<file path="config.mk">
export PLATFORM = sky130hd
export DESIGN_NAME = online_mult_sequencer
export DESIGN_NICKNAME = d
export VERILOG_FILES = /design/src/rtl/online_mult_sequencer.sv
export SDC_FILE = /design/constraint.sdc
export NUM_CORES = 1
export LEC_CHECK = 0
export BUFFER_PORTS_ARGS = -buffer_cell sky130_fd_sc_hd__buf_2
export CAP_MARGIN = 25
export CORE_MARGIN = 2
export CORE_UTILIZATION = 40
export DETAILED_ROUTE_END_ITERATION = 8
export GPL_TIMING_DRIVEN = 1
export PLACE_DENSITY_LB_ADDON = 0.05
export SYNTH_ARGS = -nofsm -noshare
export SYNTH_HDL_FRONTEND = slang
export SYNTH_SLANG_ARGS = --single-unit
</file>
<file path="constraint.sdc">
create_clock -name clk -period 1.9 [get_ports clk]
set_input_delay 0.38 -clock clk [delete_from_list [all_inputs] [get_ports clk]]
set_output_delay 0.38 -clock clk [all_outputs]
set_load 0.03 [all_outputs]
</file>
<file path="src/rtl/online_mult_sequencer.sv">
// Sequencer for one N-digit radix-2 signed-digit online multiplication.
// Clears the shared datapath, streams x/y digits MSD-first, drops the first
// DELTA output digits and assembles the N product digits into res_vec.
module online_mult_sequencer #(
    parameter int unsigned NO_OF_DIGITS = 4,
    parameter int unsigned RADIX_BITS   = 2,
    parameter int unsigned DELTA        = 3
) (
    input  logic                                 clk,
    input  logic                                 reset_n,
    input  logic                                 start_valid,
    output logic                                 start_ready,
    input  logic [NO_OF_DIGITS*RADIX_BITS-1:0]   x_vec,
    input  logic [NO_OF_DIGITS*RADIX_BITS-1:0]   y_vec,
    input  logic                                 abort,
    output logic [RADIX_BITS-1:0]                mul_x,
    output logic [RADIX_BITS-1:0]                mul_y,
    output logic                                 mul_clear,
    input  logic [RADIX_BITS-1:0]                mul_z,
    output logic                                 res_valid,
    input  logic                                 res_ready,
    output logic [NO_OF_DIGITS*RADIX_BITS-1:0]   res_vec,
    output logic                                 res_err
);

    localparam int unsigned VecW     = NO_OF_DIGITS * RADIX_BITS;
    localparam int unsigned KW       = $clog2(NO_OF_DIGITS + DELTA);
    localparam logic [KW-1:0] KLast  = KW'(NO_OF_DIGITS + DELTA - 1);
    localparam logic [KW-1:0] KDelta = KW'(DELTA);
    // Sign bit set with zero magnitude: the one encoding that is not -1/0/+1.
    localparam logic [RADIX_BITS-1:0] IllegalDigit = {1'b1, {(RADIX_BITS-1){1'b0}}};

    typedef enum logic [1:0] {StIdle, StClear, StRun, StDone} state_e;

    state_e          state_q, state_d;
    logic [KW-1:0]   k_q, k_d;
    logic [VecW-1:0] x_q, x_d;
    logic [VecW-1:0] y_q, y_d;
    logic [VecW-1:0] res_q, res_d;
    logic            err_q, err_d;

    function automatic logic has_illegal(input logic [VecW-1:0] v);
        logic hit;
        hit = 1'b0;
        for (int i = 0; i < NO_OF_DIGITS; i++) begin
            if (v[i*RADIX_BITS +: RADIX_BITS] == IllegalDigit) begin
                hit = 1'b1;
            end
        end
        return hit;
    endfunction

    // Next-state, datapath digit drive and result assembly.
    always_comb begin
        state_d     = state_q;
        k_d         = k_q;
        x_d         = x_q;
        y_d         = y_q;
        res_d       = res_q;
        err_d       = err_q;
        start_ready = 1'b0;
        mul_clear   = 1'b0;
        mul_x       = '0;
        mul_y       = '0;
        res_valid   = 1'b0;
        unique case (state_q)
            StIdle: begin
                start_ready = 1'b1;
                if (start_valid) begin
                    x_d     = x_vec;
                    y_d     = y_vec;
                    res_d   = '0;
                    err_d   = has_illegal(x_vec) | has_illegal(y_vec);
                    state_d = StClear;
                end
            end
            StClear: begin
                mul_clear = 1'b1;
                if (abort) begin
                    res_d   = '0;
                    err_d   = 1'b0;
                    state_d = StIdle;
                end else begin
                    k_d     = '0;
                    state_d = StRun;
                end
            end
            StRun: begin
                // Operands shift out MSD-first and zero-fill, so steps k>=N drive 0.
                mul_x = x_q[VecW-1 -: RADIX_BITS];
                mul_y = y_q[VecW-1 -: RADIX_BITS];
                x_d   = x_q << RADIX_BITS;
                y_d   = y_q << RADIX_BITS;
                // First captured digit ends up in the MSD position after N shifts.
                if (k_q >= KDelta) begin
                    res_d = {res_q[VecW-RADIX_BITS-1:0], mul_z};
                    if (mul_z == IllegalDigit) begin
                        err_d = 1'b1;
                    end
                end
                if (abort) begin
                    res_d   = '0;
                    err_d   = 1'b0;
                    state_d = StIdle;
                end else if (k_q == KLast) begin
                    state_d = StDone;
                end else begin
                    k_d = k_q + KW'(1);
                end
            end
            StDone: begin
                res_valid = 1'b1;
                if (res_ready) begin
                    state_d = StIdle;
                end
            end
            default: state_d = StIdle;
        endcase
    end

    // State, step counter, operand and result registers.
    always_ff @(posedge clk or negedge reset_n) begin
        if (!reset_n) begin
            state_q <= StIdle;
            k_q     <= '0;
            x_q     <= '0;
            y_q     <= '0;
            res_q   <= '0;
            err_q   <= 1'b0;
        end else begin
            state_q <= state_d;
            k_q     <= k_d;
            x_q     <= x_d;
            y_q     <= y_d;
            res_q   <= res_d;
            err_q   <= err_d;
        end
    end

    assign res_vec = res_q;
    assign res_err = err_q;

endmodule

</file>
# Yosys cells after proc, flatten, opt, wreduce, memory -nomap -nowiden
# Cells that the tools add are included.
# word_totals
register_bits,30
in_bits,23
out_inout_bits,16
# op_classes
addsub,1
order_cmp,1
eq_ne,22
mux,42
n_bitwise,1
n_reduce_logical,9
# ops
operator,count
8-bit 2-to-1 mux,6
8-bit case mux with 2 select lines,2
8-bit case mux with 3 select lines,1
"2-bit equality test, second input constant",11
1-bit 2-to-1 mux,20
2-bit 2-to-1 mux,7
"2-bit != test, second input constant",6
3-bit 2-to-1 mux,3
"3-bit != test, second input constant",3
2-bit case mux with 4 select lines,1
4-bit AND reduction,2
3-bit case mux with 2 select lines,1
5-bit AND reduction,1
2-bit nonzero test,2
"3-bit by 1-bit adder with 3-bit output, second input constant",1
"3-bit equality test, second input constant",1
"3-bit by 2-bit greater-or-equal comparator with 1-bit output, second input constant",1
1-bit case mux with 3 select lines,1
3-bit AND reduction,1
3-bit nonzero test,1
"2-bit by 1-bit equality test with 1-bit output, second input constant",1
2-bit zero test,1
2-bit AND reduction,1
1-bit bitwise OR,1

# Logic depth before layout (Yosys ltp)
# Gate-level depths: netlist of run 1.
# depth
ltp_word,10
ltp_mapped,8
depth_no_buf,6

# Worst setup path after synthesis of run 1
# Ideal clock, no wire load.
# synth_path
kind,register -> register
startpoint,reg state_q[0]
endpoint,reg err_q (netlist: res_err)
arrival_ps,1690
required_ps,1778
setup_slack_ps,89
stages_incl_launch_ff,8
period_less_slack_ps,1811
cell_sequence,dfrtp_1 -> inv_1 -> ha_1 -> nor2b_4 -> nor3_4 -> and2_4 -> buf_6 -> a32o_1
# synth_between
elab_chain_cells,3
elab_cells_between_ends,10
cone_classes,eq/ne (6); mux (1); reduce/logical (3)
# synth_lines
element,line,rtl
start: declaration,35,"state_e state_q, state_d;"
start signal: assignment,124,state_q <= StIdle;
start signal: assignment,131,state_q <= state_d;
"2-bit equality test, or another cell as far along",66,unique case (state_q)
"3-bit != test (no source line), or another cell as far along",n/a,
5-bit AND reduction (no source line),n/a,
end signal: assignment,136,err_q <= err_d;
end: declaration,40,"logic err_q, err_d;"
# Several ways; a longest one is shown, not always the timed one.
# A chain may end at the register's enable or synchronous reset.

# Worst setup path in the final report of run 1
# layout_path
startpoint,reg state_q[0]
endpoint,out mul_y[0]
# layout_between
elab_chain_cells,2
# layout_lines
element,line,rtl
2-bit equality test,66,
2-bit 2-to-1 mux,66,
end: declaration,17,"output logic [RADIX_BITS-1:0] mul_y,"
# No other way between the ends.

==> metrics, run 1 <==
FP Rows=23; commonest cells after routing, fill and taps aside=buf_2 (36), dfrtp_1 (30), o21ai_0 (25); Worst Tran Pin Value=0.665 ns; VDD IR max=0.522 mV; Async SR Flop Fraction=100%; pwr dens=1400 mW/mm2; warnings from Yosys=0; Fmax=0.545 GHz; Syn Area/Cell=9.72 um2; pre-CTS setup slack=0.152 ns; clk_lat worst skew=0.28 ns; max cap viols=0; post-route cell area=0.00205 mm2; pin count of the biggest net entering global routing=33; initial drt markers=67; number of flops mapped to enable cells by yosys=0; routability cong.=0.819; deepest clock path buffer count=2; sequential share of power=34.6%; Worst slew margin=55.7%; NetSw=1.09 mW; count of hold-fix buffers inserted at cts=0; ys flop type=dfrtp_1; overall routing resource usage=16.5%; cell count after synthesis=165; met2 WL=1730 um; final hold violations=0; RSZ-0062 raised after global routing=no; CP endpoint kind=primary output; vias in the first global route=1251; Sw Ratio=38.0%; via/cell ratio=5.11; Seq/Total Area, Yosys=46.8%; H-tree levels=2; die area=0.00453 mm2; drt pass-1 iters=4; leading area contributor after synthesis=dfrtp_1; drt wl/cell=13.5 um; total grt overflow=0; IO buf count=38; Cell Int Power=1.78 mW; Starting Density=40.7%; I/O pins=39; Chip Width=67.3 um; kind of critical path=flip-flop to primary output; M1 WL=1610 um; status=completed; first-pass GRT wire length=5510 um; number of CTS-inserted buffers=5; CTS sink cnt=30; Netlist cell types=33; antenna violations before repair=0; total power=2.87 mW; Yosys reg bits=30; Synth Cell Area=0.00160 mm2; DRT Wirelength=3580 um; ranking of synthesized cells by area=dfrtp_1 (47%), mux2i_1 (8.1%), o21ai_0 (7.8%), ha_1 (5.5%), inv_1 (4.4%); DRC viols=0; Gate power share=44.2%; final worst slack=0.0644 ns; CTS tree=done; CP max FO=7; via count=1353; share of cells above drive strength 1=29.8%; Die Ht=67.3 um; most common cell after layout, fill and taps aside=buf_2; area share of the largest cell type after synthesis=46.8%; Root Driver=clkbuf_8; Worst-path clk slew=0.07 ns; crit path DAT=1.46 ns; Final nets=244; required time of the critical path=1.52 ns; Core ar.=0.00394 mm2; Clk pwr share=21.2%; final clock skew=0.00474 ns; static leakage power=1.00 nW; HPWL Detailed=2490 um; Final setup viols=0; Final Core Density=52.0%; Synth Net Count=195; Hold Crit Class=input port to async pin; post-route setup TNS=0 ns; met3 wire length=170 um; Placed Cells=251; hold slack=0.121 ns; Tmin final=1.84 ns; startpoint types=flip-flop; placed instance area=0.00188 mm2; antenna cells=0; Pins Over Slew Limit=0; final std cells w/o fill=265; max layer used=met4; Final period util=96.6%; Area Overhead vs Synth=27.9%; Post-DRT Antenna Nets=0
-- worst paths after layout --
| path | startpoint | to | slack [ns] | depth (start not counted) |
|---|---|---|---|---|
| hold reg to reg | y_q[6] | y_q[6] | 0.47 | 2 |
| min in group clk | mul_z[0] | res_vec[0] | 0.35 | 3 |
| setup / recovery | state_q[0] | mul_y[0] | 0.06 | 5 |
| setup reg to reg | state_q[0] | k_q[1] | 0.19 | 7 |
| max in group asynchronous | reset_n | x_q[0] | 1.34 | 1 |
| hold / removal | reset_n | state_q[1] | 0.12 | 1 |
-- per-layer routing --
metal	up-vias	track usage [%]
met1	639	20.4
met4	0	5.36
met3	7	5.33
li1	666	-
met2	41	27.2
met5	-	0
-- synth_stat cells (all sizes together) (3+ instances only) --
| cell | number |
|---|---|
| clkbuf | 3 |
| inv | 19 |
| ha | 7 |
| nor2b | 6 |
| and2 | 5 |
| a22o | 3 |
| mux2i | 13 |
| nand4 | 8 |
| o21ai | 27 |
| nand2b | 4 |
| nand3 | 3 |
| dfrtp | 30 |
| buf | 5 |
| nand2 | 18 |
-- power by group through the flow --
stage	combinational [mW]	clock [mW]	sequential, mW
final	1.27	0.609	0.992
after global routing	1.39	0.649	1.02
after CTS	1.20	0.617	0.990
after detailed placement	1.20	0	1.00
after global placement	1.16	0	0.992
after floorplan	0.862	0	1.00
-- critical path, stage by stage, from the launching register on --
cell and delay [ns]:
dfrtp_1 0.41, inv_1 0.15, ha_4 0.18, buf_6 0.13, and2_1 0.11, buf_2 0.19
-- layout make-up --
class | count | area (um2)
Tap cell | 50 | 62.6
Multi-Input combinational cell | 108 | 756
Fill cell | 377 | 1890
Sequential cell | 30 | 751
Timing Repair Buffer | 50 | 302
Clock buffer | 8 | 110
Inverter | 19 | 71.3
-- cells by family (layout without fill, tap and decap cells) --
| logic type | Yosys count | after routing | synth area share (%) |
|---|---|---|---|
| fa+ha+maj | 7 | 7 | 5.46 |
| simple gates | 47 | 47 | 16.6 |
| mux | 13 | 13 | 8.11 |
| compound gates | 41 | 41 | 15.9 |
| flops | 30 | 30 | 46.8 |
| buf+inv | 27 | 77 | 7.10 |
-- flip-flops by register name, summed over array words and instances, names as in the netlist --
signal / cells
res_vec: 8
res_err: 1
state_q: 2
k_q: 3
x_q: 8
y_q: 8
-- timing repair --
| item | in CTS | in global routing |
|---|---|---|
| setup endpoints to repair | 4 | 4 |
| cloned | 0 | 1 |
| resized for setup | 1 | 5 |
| setup buffers | 0 | 5 |
No activity file was read; power rests on OpenSTA's default activity.
==> inputs of run 2 (changes only) <==
BUFFER_PORTS_ARGS = default   (was -buffer_cell sky130_fd_sc_hd__buf_2)
DONT_BUFFER_PORTS = 1   (was default)
==> metrics, run 2 (synthesis gave the netlist of run 1 again) <==
Area Overhead vs Synth=18.1% (was 27.9%); placed instance area=0.00174 mm2 (was 0.00188 mm2); Pins Over Slew Limit=0 (unchanged); startpoint types=flip-flop (unchanged); static leakage power=0.842 nW (was 1.00 nW); Worst Tran Pin Value=0.487 ns (was 0.665 ns); Tmin final=1.80 ns (was 1.84 ns); Die Ht=67.3 um (unchanged); overall routing resource usage=16.6% (was 16.5%); H-tree levels=2 (unchanged); pwr dens=1450 mW/mm2 (was 1400 mW/mm2); pre-CTS setup slack=0.188 ns (was 0.152 ns); initial drt markers=74 (was 67); Final nets=208 (was 244); post-route cell area=0.00189 mm2 (was 0.00205 mm2); via/cell ratio=5.31 (was 5.11); max cap viols=0 (unchanged); Hold Crit Class=input port to flip-flop (was input port to async pin); I/O pins=39 (unchanged); DRT Wirelength=3460 um (was 3580 um); DRC viols=0 (unchanged); hold slack=0.252 ns (was 0.121 ns); status=completed (unchanged); Core ar.=0.00394 mm2 (unchanged); Final setup viols=0 (unchanged); deepest clock path buffer count=2 (unchanged); share of cells above drive strength 1=15.1% (was 29.8%); required time of the critical path=1.52 ns (about the same); commonest cells after routing, fill and taps aside=dfrtp_1 (30), o21ai_0 (25), inv_1 (18) (was buf_2 (36), dfrtp_1 (30), o21ai_0 (25)); antenna violations before repair=0 (unchanged); CTS tree=done (unchanged); first-pass GRT wire length=5580 um (was 5510 um); Seq. cell area=751 um2 (unchanged); drt wl/cell=15.1 um (was 13.5 um); most common cell after layout, fill and taps aside=dfrtp_1 (was buf_2); Starting Density=40.7% (unchanged); crit path DAT=1.42 ns (was 1.46 ns); drt pass-1 iters=5 (was 4); Worst-path clk slew=0.06 ns (was 0.07 ns); number of buffers added for setup after CTS=0 (unchanged); final hold violations=0 (unchanged); VDD IR max=0.742 mV (was 0.522 mV); Post-DRT Antenna Nets=0 (unchanged); antenna cells=0 (unchanged); final clock skew=0.00145 ns (was 0.00474 ns); kind of critical path=flip-flop to primary output (unchanged); number of CTS-inserted buffers=5 (unchanged); vias in the first global route=1268 (was 1251); CTS sink cnt=30 (unchanged); Root Driver=clkbuf_8 (unchanged); die area=0.00453 mm2 (unchanged); Fmax=0.556 GHz (was 0.545 GHz); Fillers=395 (was 377); pin count of the biggest net entering global routing=33 (unchanged); FP Rows=23 (unchanged); footprint of the multi-input gates=756 um2 (unchanged); Worst slew margin=66.7% (was 55.7%); total grt overflow=0 (unchanged); routability cong.=0.755 (was 0.819); CP max FO=13 (was 7); CP endpoint kind=primary output (unchanged); Final period util=94.6% (was 96.6%); IO buf count=0 (was 38); HPWL Detailed=2430 um (was 2490 um); via count=1215 (was 1353); post-route setup TNS=0 ns (unchanged); Chip Width=67.3 um (unchanged); clk_lat worst skew=0.27 ns (was 0.28 ns); final worst slack=0.102 ns (was 0.0644 ns)
run 2: cell count changes in the layout (fill, tap and decap cells not counted), sizes merged:
cell | previous run | this run
buf | 47 | 12
clkbuf | 11 | 8
clkinv | 0 | 1
dlygate4sd3 | 0 | 1
run 2: per-stage QoR:
step	std cells	utilization, %	power [mW]
5_1_grt	229	48.0	2.97
4_1_cts	228	47.1	2.73
3_3_place_gp	218	44.0	2.13
6_report	229	48.0	2.75
2_1_floorplan	165	-	1.86
3_5_place_dp	218	44.0	2.17
run 2: layout make-up:
type | instances | area share, %
sequential | 30 | 39.6
inverter | 19 | 3.76
clock inverter | 1 | 0.264
timing repair buffer | 14 | 8.59
multi-input combinational | 108 | 39.9
tap | 50 | 3.30
clock buffer | 7 | 4.56
run 2: timing repair:
item	4_1_cts	5_1_grt
hold buffers	2	0
resized for setup	0	3
hold endpoints to repair	30	0
endpoints found under the setup margin	0	4
run 2: worst max-delay path, cell delays in order, from the launching register on:
cell     delay [ns]
dfrtp_1        0.42
inv_2          0.10
ha_4           0.18
buf_12         0.15
and2_1         0.13
buf_4          0.15
run 2: path summary, 6_finish.rpt:
kind,startpoint,cells past startpoint,slack (ns),endpoint
setup / recovery,state_q[0],5,0.10,mul_x[1]
hold / removal,x_vec[0],2,0.25,x_q[0]
setup reg to reg,state_q[1],6,0.24,res_err
hold reg to reg,y_q[6],2,0.47,y_q[6]
max in group asynchronous,reset_n,2,1.16,res_vec[7]
min in group asynchronous,reset_n,2,0.57,x_q[6]
run 2: per-layer routing:
| layer | up-vias | wire length [um] | GRT usage, % |
|---|---|---|---|
| met1 | 578 | 1570 | 21.3 |
| met4 | 0 | 40 | 6.63 |
| met3 | 5 | 234 | 5.17 |
| met2 | 35 | 1610 | 26.0 |
| li1 | 597 | - | - |
| met5 | - | 0 | 0 |
run 2: power by group:
group	leakage (nW)	total, mW	switching (mW)	internal (mW)
logic	0.405	1.19	0.657	0.536
registers	0.389	1.03	0.173	0.859
clock network	0.0482	0.522	0.230	0.292
